File: config.mk
export PLATFORM = sky130hd
export DESIGN_NAME = alu_arbiter
export DESIGN_NICKNAME = d
export VERILOG_FILES = /design/src/rtl/alu_arbiter_pkg.sv /design/src/rtl/alu_arbiter_rr_pick.sv /design/src/rtl/alu_arbiter.sv
export SDC_FILE = /design/constraint.sdc
export NUM_CORES = 1
export LEC_CHECK = 0
export ABC_AREA = 1
export ABC_CLOCK_PERIOD_IN_PS = 1400
export CAP_MARGIN = 5
export CORE_MARGIN = 4
export CORE_UTILIZATION = 35
export CTS_CLUSTER_SIZE = 14
export DETAILED_ROUTE_END_ITERATION = 8
export PLACE_DENSITY = 0.74
export SLEW_MARGIN = 20
export SYNTH_ARGS = -nofsm -noshare
export SYNTH_HDL_FRONTEND = slang
export SYNTH_SLANG_ARGS = --single-unit
File: constraint.sdc
create_clock -name clk -period 1.4 [get_ports clk]
set_input_delay 0.28 -clock clk [delete_from_list [all_inputs] [get_ports clk]]
set_output_delay 0.28 -clock clk [all_outputs]
set_load 0.01 [all_outputs]
File: src/rtl/alu_arbiter_pkg.sv
// Shared types and constants for the ALU arbiter: FSM state encoding,
// ALU opcodes and the grant-id decode helper.
package alu_arbiter_pkg;

  localparam int OP_W   = 5;
  localparam int DATA_W = 32;

  typedef enum logic [1:0] {
    ARB_IDLE = 2'd0,
    ARB_EXEC = 2'd1,
    ARB_RESP = 2'd2
  } arb_state_e;

  localparam logic [4:0] ALU_ADD = 5'd0;
  localparam logic [4:0] ALU_SUB = 5'd1;
  localparam logic [4:0] ALU_SLL = 5'd2;
  localparam logic [4:0] ALU_LT  = 5'd3;
  localparam logic [4:0] ALU_LTU = 5'd4;
  localparam logic [4:0] ALU_XOR = 5'd5;
  localparam logic [4:0] ALU_SRL = 5'd6;
  localparam logic [4:0] ALU_SRA = 5'd7;
  localparam logic [4:0] ALU_OR  = 5'd8;
  localparam logic [4:0] ALU_AND = 5'd9;

  // Decode a grant index (up to 8 requesters) into a one-hot vector.
  function automatic logic [7:0] id_onehot(input logic [2:0] id);
    id_onehot = 8'd1 << id;
  endfunction

endpackage

File: src/rtl/alu_arbiter_rr_pick.sv
// Combinational round-robin picker: first valid request strictly after ptr,
// wrapping around, so the previous winner has lowest priority.
module alu_arbiter_rr_pick #(
  parameter int NUM_REQ = 2,
  parameter int ID_W    = 1
) (
  input  logic [NUM_REQ-1:0] req,
  input  logic [ID_W-1:0]    ptr,
  output logic [NUM_REQ-1:0] grant,
  output logic [ID_W-1:0]    idx,
  output logic               any
);

  logic hit_s;

  // Scan candidates in priority order ptr+1, ptr+2, ... with wrap.
  always_comb begin
    grant = '0;
    idx   = '0;
    any   = 1'b0;
    hit_s = 1'b0;
    for (int k = 0; k < NUM_REQ; k++) begin
      for (int i = 0; i < NUM_REQ; i++) begin
        hit_s    = (((int'(ptr) + 1 + k) % NUM_REQ) == i) && req[i] && !any;
        grant[i] = grant[i] | hit_s;
        idx      = hit_s ? ID_W'(i) : idx;
        any      = any | hit_s;
      end
    end
  end

endmodule

File: src/rtl/alu_arbiter.sv
// Round-robin sharing of one external combinational ALU between NUM_REQ
// requesters, with per-requester valid/ready request and response channels.
module alu_arbiter
  import alu_arbiter_pkg::*;
#(
  parameter int NUM_REQ = 2,
  parameter int ID_W    = 1
) (
  input  logic                    clk,
  input  logic                    rst_n,
  input  logic [NUM_REQ-1:0]      req_valid,
  output logic [NUM_REQ-1:0]      req_ready,
  input  logic [5*NUM_REQ-1:0]    req_op,
  input  logic [32*NUM_REQ-1:0]   req_a,
  input  logic [32*NUM_REQ-1:0]   req_b,
  output logic [NUM_REQ-1:0]      rsp_valid,
  input  logic [NUM_REQ-1:0]      rsp_ready,
  output logic [31:0]             rsp_result,
  output logic [4:0]              alu_operation,
  output logic [31:0]             alu_operand_1,
  output logic [31:0]             alu_operand_2,
  input  logic [31:0]             alu_result,
  output logic                    busy
);

  arb_state_e         state_r;
  logic [ID_W-1:0]    id_r;
  logic [ID_W-1:0]    ptr_r;
  logic [NUM_REQ-1:0] rsp_valid_r;
  logic [31:0]        rsp_result_r;
  logic [4:0]         op_r;
  logic [31:0]        a_r;
  logic [31:0]        b_r;

  logic [NUM_REQ-1:0] pick_grant_s;
  logic [ID_W-1:0]    pick_idx_s;
  logic               pick_any_s;
  logic               rsp_done_s;
  logic               issue_s;
  logic [4:0]         sel_op_s;
  logic [31:0]        sel_a_s;
  logic [31:0]        sel_b_s;

  alu_arbiter_rr_pick #(
    .NUM_REQ (NUM_REQ),
    .ID_W    (ID_W)
  ) u_pick (
    .req   (req_valid),
    .ptr   (ptr_r),
    .grant (pick_grant_s),
    .idx   (pick_idx_s),
    .any   (pick_any_s)
  );

  // Winner operand mux and grant qualification; rsp_valid_r is one-hot on the
  // owner, so masking rsp_ready with it ignores non-owning requesters.
  always_comb begin
    sel_op_s = '0;
    sel_a_s  = '0;
    sel_b_s  = '0;
    for (int i = 0; i < NUM_REQ; i++) begin
      sel_op_s = sel_op_s | (req_op[5*i +: 5]  & {5{pick_grant_s[i]}});
      sel_a_s  = sel_a_s  | (req_a[32*i +: 32] & {32{pick_grant_s[i]}});
      sel_b_s  = sel_b_s  | (req_b[32*i +: 32] & {32{pick_grant_s[i]}});
    end
    rsp_done_s = (state_r == ARB_RESP) && (|(rsp_valid_r & rsp_ready));
    issue_s    = pick_any_s && ((state_r == ARB_IDLE) || rsp_done_s);
    req_ready  = issue_s ? pick_grant_s : '0;
  end

  // Control FSM plus operand, result and round-robin pointer registers.
  always_ff @(posedge clk or negedge rst_n) begin
    if (!rst_n) begin
      state_r      <= ARB_IDLE;
      id_r         <= '0;
      ptr_r        <= ID_W'(NUM_REQ - 1);
      rsp_valid_r  <= '0;
      rsp_result_r <= 32'd0;
      op_r         <= 5'd0;
      a_r          <= 32'd0;
      b_r          <= 32'd0;
    end else begin
      if (issue_s) begin
        op_r  <= sel_op_s;
        a_r   <= sel_a_s;
        b_r   <= sel_b_s;
        id_r  <= pick_idx_s;
        ptr_r <= pick_idx_s;
      end else begin
        ptr_r <= ptr_r;
      end
      case (state_r)
        ARB_IDLE: begin
          state_r <= issue_s ? ARB_EXEC : ARB_IDLE;
        end
        ARB_EXEC: begin
          rsp_result_r <= alu_result;
          rsp_valid_r  <= NUM_REQ'(id_onehot(3'(id_r)));
          state_r      <= ARB_RESP;
        end
        ARB_RESP: begin
          if (rsp_done_s) begin
            rsp_valid_r <= '0;
            state_r     <= issue_s ? ARB_EXEC : ARB_IDLE;
          end else begin
            state_r <= ARB_RESP;
          end
        end
        default: begin
          rsp_valid_r <= '0;
          state_r     <= ARB_IDLE;
        end
      endcase
    end
  end

  assign rsp_valid     = rsp_valid_r;
  assign rsp_result    = rsp_result_r;
  assign alu_operation = op_r;
  assign alu_operand_1 = a_r;
  assign alu_operand_2 = b_r;
  assign busy          = (state_r != ARB_IDLE);

endmodule

## Yosys cells after proc, flatten, opt, wreduce, memory -nomap -nowiden

Cells that the tools add are included.

- Register bits after elaboration: 107
- Bits in latches: 0
- RAM bits: 0
- Memory bits (read-only): 0
- Input port bits: 176
- Logic and storage cells: 62
- Memories kept: 0

- $add $sub $neg: 2
- Multipliers: 0
- Div/mod/pow operators: 0
- $lt $le $gt $ge: 0
- Equal/unequal tests: 5
- Shift operators: 1
- Muxes and demuxes: 9
- Bitwise operators: 18
- Reduce and logical (&&, ||, !) cells: 19

Operators with widths:

| cell | number |
|---|---|
| $and 32x32->32 | 4 |
| $logic_not 32->1 | 2 |
| $or 32x32->32 | 2 |
| $add 32x2->32 const B | 1 |
| $pmux 2 s3 | 2 |
| $and 5x5->5 | 2 |
| $logic_and 1x1->1 | 9 |
| $eq 2x2->1 const B | 3 |
| $mux 2 | 3 |
| $or 1x1->1 | 5 |
| $or 5x5->5 | 1 |
| $mux 1 | 4 |
| $logic_not 1->1 | 3 |
| $add 1x1->2 const B | 1 |
| $and 2x2->2 | 1 |
| $eq 2x1->1 const B | 1 |
| $logic_not 2->1 | 1 |
| $ne 2x2->1 const B | 1 |
| $reduce_and 2->1 | 1 |
| $reduce_bool 2->1 | 1 |
| $reduce_or 2->1 | 1 |
| $shl 1x1->2 const A | 1 |
| $and 1x1->1 | 1 |
| $and 1x1->1 const A | 1 |
| 2 further kinds | 2 |

## Longest topological paths before layout

- Depth after elaboration: 17
- Gate-level depth with buffers: 7

## Hierarchy

Synthesis repeated with hierarchy kept, for this count alone.

- Cells, all modules: 698
- Area, all modules: 5059.9 um^2

By module, submodules not included:

| module | instances | cells an instance | area each (um^2) | seq. area each (um^2) |
|---|---|---|---|---|
| alu_arbiter | 1 | 691 | 5029.8 | 2678.8 |
| alu_arbiter_rr_pick | 1 | 7 | 30.0 | 0.0 |

## Worst setup path after synthesis

OpenSTA, ideal clock, no wires.

- Path type: register to output
- Start: register state_r[0]
- End: output port req_ready[1]
- Arrival: 1.214 ns
- Required time: 1.120 ns
- Slack: -0.094 ns
- Stages on the path, launching flop included: 7
- Buffers on the path: 1
- Path through: dfrtp_1 > inv_1 > nand2_1 > nand2_1 > buf_2 > nand3_1 > inv_1

- Cells in the longest elaborated chain, start to end: 5
- Elaborated cells between the ends (all ways): 6
- Those cells by class: 1 x eq/ne; 1 x mux; 4 x reduce/logical

Ends and longest elaborated chain:

| item | RTL line | source |
|---|---|---|
| start, declared | alu_arbiter.sv:26 | `arb_state_e state_r;` |
| start signal, assigned | alu_arbiter.sv:94 | `state_r <= issue_s ? ARB_EXEC : ARB_IDLE;` |
| start signal, assigned | alu_arbiter.sv:104 | `state_r <= issue_s ? ARB_EXEC : ARB_IDLE;` |
| $eq 2x2->1 | alu_arbiter.sv:66 | `rsp_done_s = (state_r == ARB_RESP) && (\|(rsp_valid_r & rsp_ready));` |
| $logic_and 1x1->1 | alu_arbiter.sv:66 |  |
| $logic_or 1x1->1 * | alu_arbiter.sv:67 | `issue_s = pick_any_s && ((state_r == ARB_IDLE) \|\| rsp_done_s);` |
| $logic_and 1x1->1 * | alu_arbiter.sv:67 |  |
| $mux 2 * | alu_arbiter.sv:68 | `req_ready = issue_s ? pick_grant_s : '0;` |
| end, declared | alu_arbiter.sv:12 | `output logic [NUM_REQ-1:0] req_ready,` |

Every way passes the cells marked *; elsewhere a longest branch is shown, timed or not.

## Worst setup path in the final report

- Start: register state_r[1]
- End: output port req_ready[1]

The elaborated chain is that of the path after synthesis.

==> impl_results.md <==
* CP arrival at 1.32 ns
* Total gr overflow at 0
* Adder-cell area share of the yosys netlist at 0%
* Core area at 0.0147 sq mm
* PD cells at 1820 mW/mm^2
* Worst Skew at roughly 0.0068 ns
* Die area at 0.0172 sq mm
* Mux contribution to synthesized area at 0%
* Clk buf depth at 2
* IO buf count at ~280
* Die width at 131 um
* Failing checks: negative setup slack
* Layout Nets at roughly 1,200
* Outcome: finished with violations
* Max Cap Violations at 0
* Row count at 44
* Worst-path fanout max at 3
* CTS sink cnt at 107
* Drt first pass iters at 6
* Finished Layout Cells at about 1,200
* Initial Util at 36.1%
* Number of global-route vias before repair at approximately 5,800
* Syn Inst Count at 710
* Routed WL at about 20,000 um
* Slew @ Worst Pin at 0.769 ns
* Post-synthesis simple-gate area fraction at 43.4%
* Final Max Tran Viols at 0
* VDD IR max at 1050 uV
* Final Wtd Congestion at 0.772
* Global-route wire length before repair at 30,800 um
* Area grow syn2layout at 64.3%
* Final Instance Area at 0.00872 sq mm
* CTS tree: yes
* TNS Setup at -0.934 ns
* Sequential share of the synthesized area at 50.5%
* First DRT Iteration DRCs at approximately 300
* Root Driver: clkbuf_16
* CP Data Required Time at 1.12 ns
* XOR/XNOR Fraction of Synth Area at 0%
* Synth Area in Compound Gates at 0.189%
* IO Count at between 200 and 300
* Layout cells sized above 1 at just over 8%
* Startpoint Class: flop
* Drc violations at 0
* F_max at 625 MHz
* Placed insts at between 1,000 and 1,500
* Ys Warns at 0
* Yosys cell types at 18
* CTS Buf Count at 9
* Leak Pwr at 4.64 nW
* Routed vias at slightly below 6,000
* Final Power at 15.9 mW
* Initial antenna violation count at 0
* Syn Area/Cell at between 7 and 8 sq um
* Pin count of the biggest net entering global routing at 70
* Overall routing resource usage at 22.0%
* Main combinational cell family by area after synthesis: simple AND/OR/NAND/NOR gates
* Endpoints failing setup at 27
* Final antenna-violating net count at 0
* FILL cells at 1,372
* Placed Area at 0.00838 sq mm
* Antenna cell count at 0
* Die height at about 130 um
* CP Capture Type: output port
* Period utilisation layout at 114%
* CP Class: flop to output port
* Post-synthesis net count at slightly below 900
* Fin crit period at 1.60 ns
* Worst setup margin at -0.199 ns
* Worst slew margin at about 49%
* Register bit total from synthesis at 107
* Final Hold Viols at 0
* H-tree Lvls at 3
* Worst skew pair latency at 0.35 ns
* Vias per cell at 4.94
* Worst Hold Class: input port to asynchronous set/reset pin
* Clock-pin slew on the worst setup and hold paths at about 0.07 ns
* HPWL Detailed at 13,500 um
* Drt wl/cell at 16.7 um
* Post-Syn Area at 0.00531 sq mm
* RSZ-0062 raised after global routing: true
layer usage:
layer,part of all wire [%],global-route usage [%],up-vias,wire (um)
li1,-,-,2848,-
met5,0,0,-,0
met1,41,27.0,2668,8080
met2,47,36.1,239,9110
met3,9.7,7.87,30,1900
met4,2.3,7.29,0,452
registers in the layout, summed over array words and instances, names as in the netlist:
signal / flops
state_r: 2
rsp_result: 32
alu_operand_1: 32
ptr_r: 1
rsp_valid: 2
alu_operation: 5
id_r: 1
alu_operand_2: 32
cells in the mapped netlist, drive strengths merged:
library cell    n  area [sq um]
buf            42           234
and2            1          6.26
clkbuf         16          60.1
dfrtp         106          2650
nor2            3          13.8
dfstp           1          26.3
a21oi           1          5.00
nand3         210          1060
or2             2          12.5
inv             6          22.5
o21ai           1          5.00
nand2         321          1200
critical path: stages, from the launching register on:
cell	delay [ns]
dfrtp_1	0.40
inv_2	0.07
nor2_2	0.12
nand2_2	0.07
nand2_2	0.10
nand3_4	0.07
inv_2	0.06
buf_6	0.09
final cells by class:
class / instances / area, sq um / area share, %
Timing Repair Buffer: 320 / 3120 / 35.8
Sequential cell: 107 / 2680 / 30.7
Multi-Input combinational cell: 539 / 2360 / 27.0
Clock buffer: 11 / 253 / 2.90
Tap cell: 184 / 230 / 2.64
Clock inverter: 4 / 50.0 / 0.574
Inverter: 6 / 25.0 / 0.287
path summary, 6_finish.rpt:
kind	slack, ns	cells after the start	end	startpoint
hold reg to reg	0.47	2	rsp_result[15]	rsp_result[15]
min in group clk	0.46	3	rsp_result[19]	alu_result[19]
setup reg to reg	-0.05	7	alu_operand_2[16]	ptr_r
max in group asynchronous	0.50	3	ptr_r	rst_n
hold / removal	0.35	2	alu_operand_2[20]	rst_n
setup / recovery	-0.20	7	req_ready[1]	state_r[1]
timing repair:
item / 4_1_cts / 5_1_grt
hold endpoints to repair: 11 / 0
setup endpoints to repair: 175 / 104
resized for setup: 134 / 13
buffers inserted: 3 / 2
pin swaps: 1 / 7
hold buffers: 1 / 0
cloned: 1 / 1
where the power goes:
part           switching, mW  internal [mW]
combinational           4.50           3.59
sequential             0.729           4.48
clock                   1.13           1.47
cell families (layout without fill, tap and decap cells):
logic type             Yosys count  in the layout
and+or+nand+nor                537            537
DFF                            107            107
buffers and inverters           64            341
AOI/OAI and AO/OA                2              2
stage by stage:
step | utilization [%] | worst slack [ns] | hold WS [ns]
2_1_floorplan | - | 0.0130 | -0.0156
3_3_place_gp | 57.0 | -0.612 | 0.150
3_5_place_dp | 57.0 | -0.610 | 0.153
4_1_cts | 58.8 | -0.224 | 0.330
5_1_grt | 59.3 | -0.289 | 0.352
6_report | 59.3 | -0.199 | 0.349
layout by cell type, fill, tap and decap left out, types with 3 or more instances in the layout:
cell type	synthesis	layout
nand2_2	0	8
nand3_1	209	208
buf_4	0	25
clkbuf_16	0	10
dlygate4sd2_1	0	101
inv_2	1	3
buf_6	7	4
nand2_1	321	313
clkdlybuf4s50_1	0	172
dfrtp_1	106	106
buf_2	19	5
clkbuf_8	0	3
buf_12	0	7
Note: power is estimated with default switching activity, not from simulation.
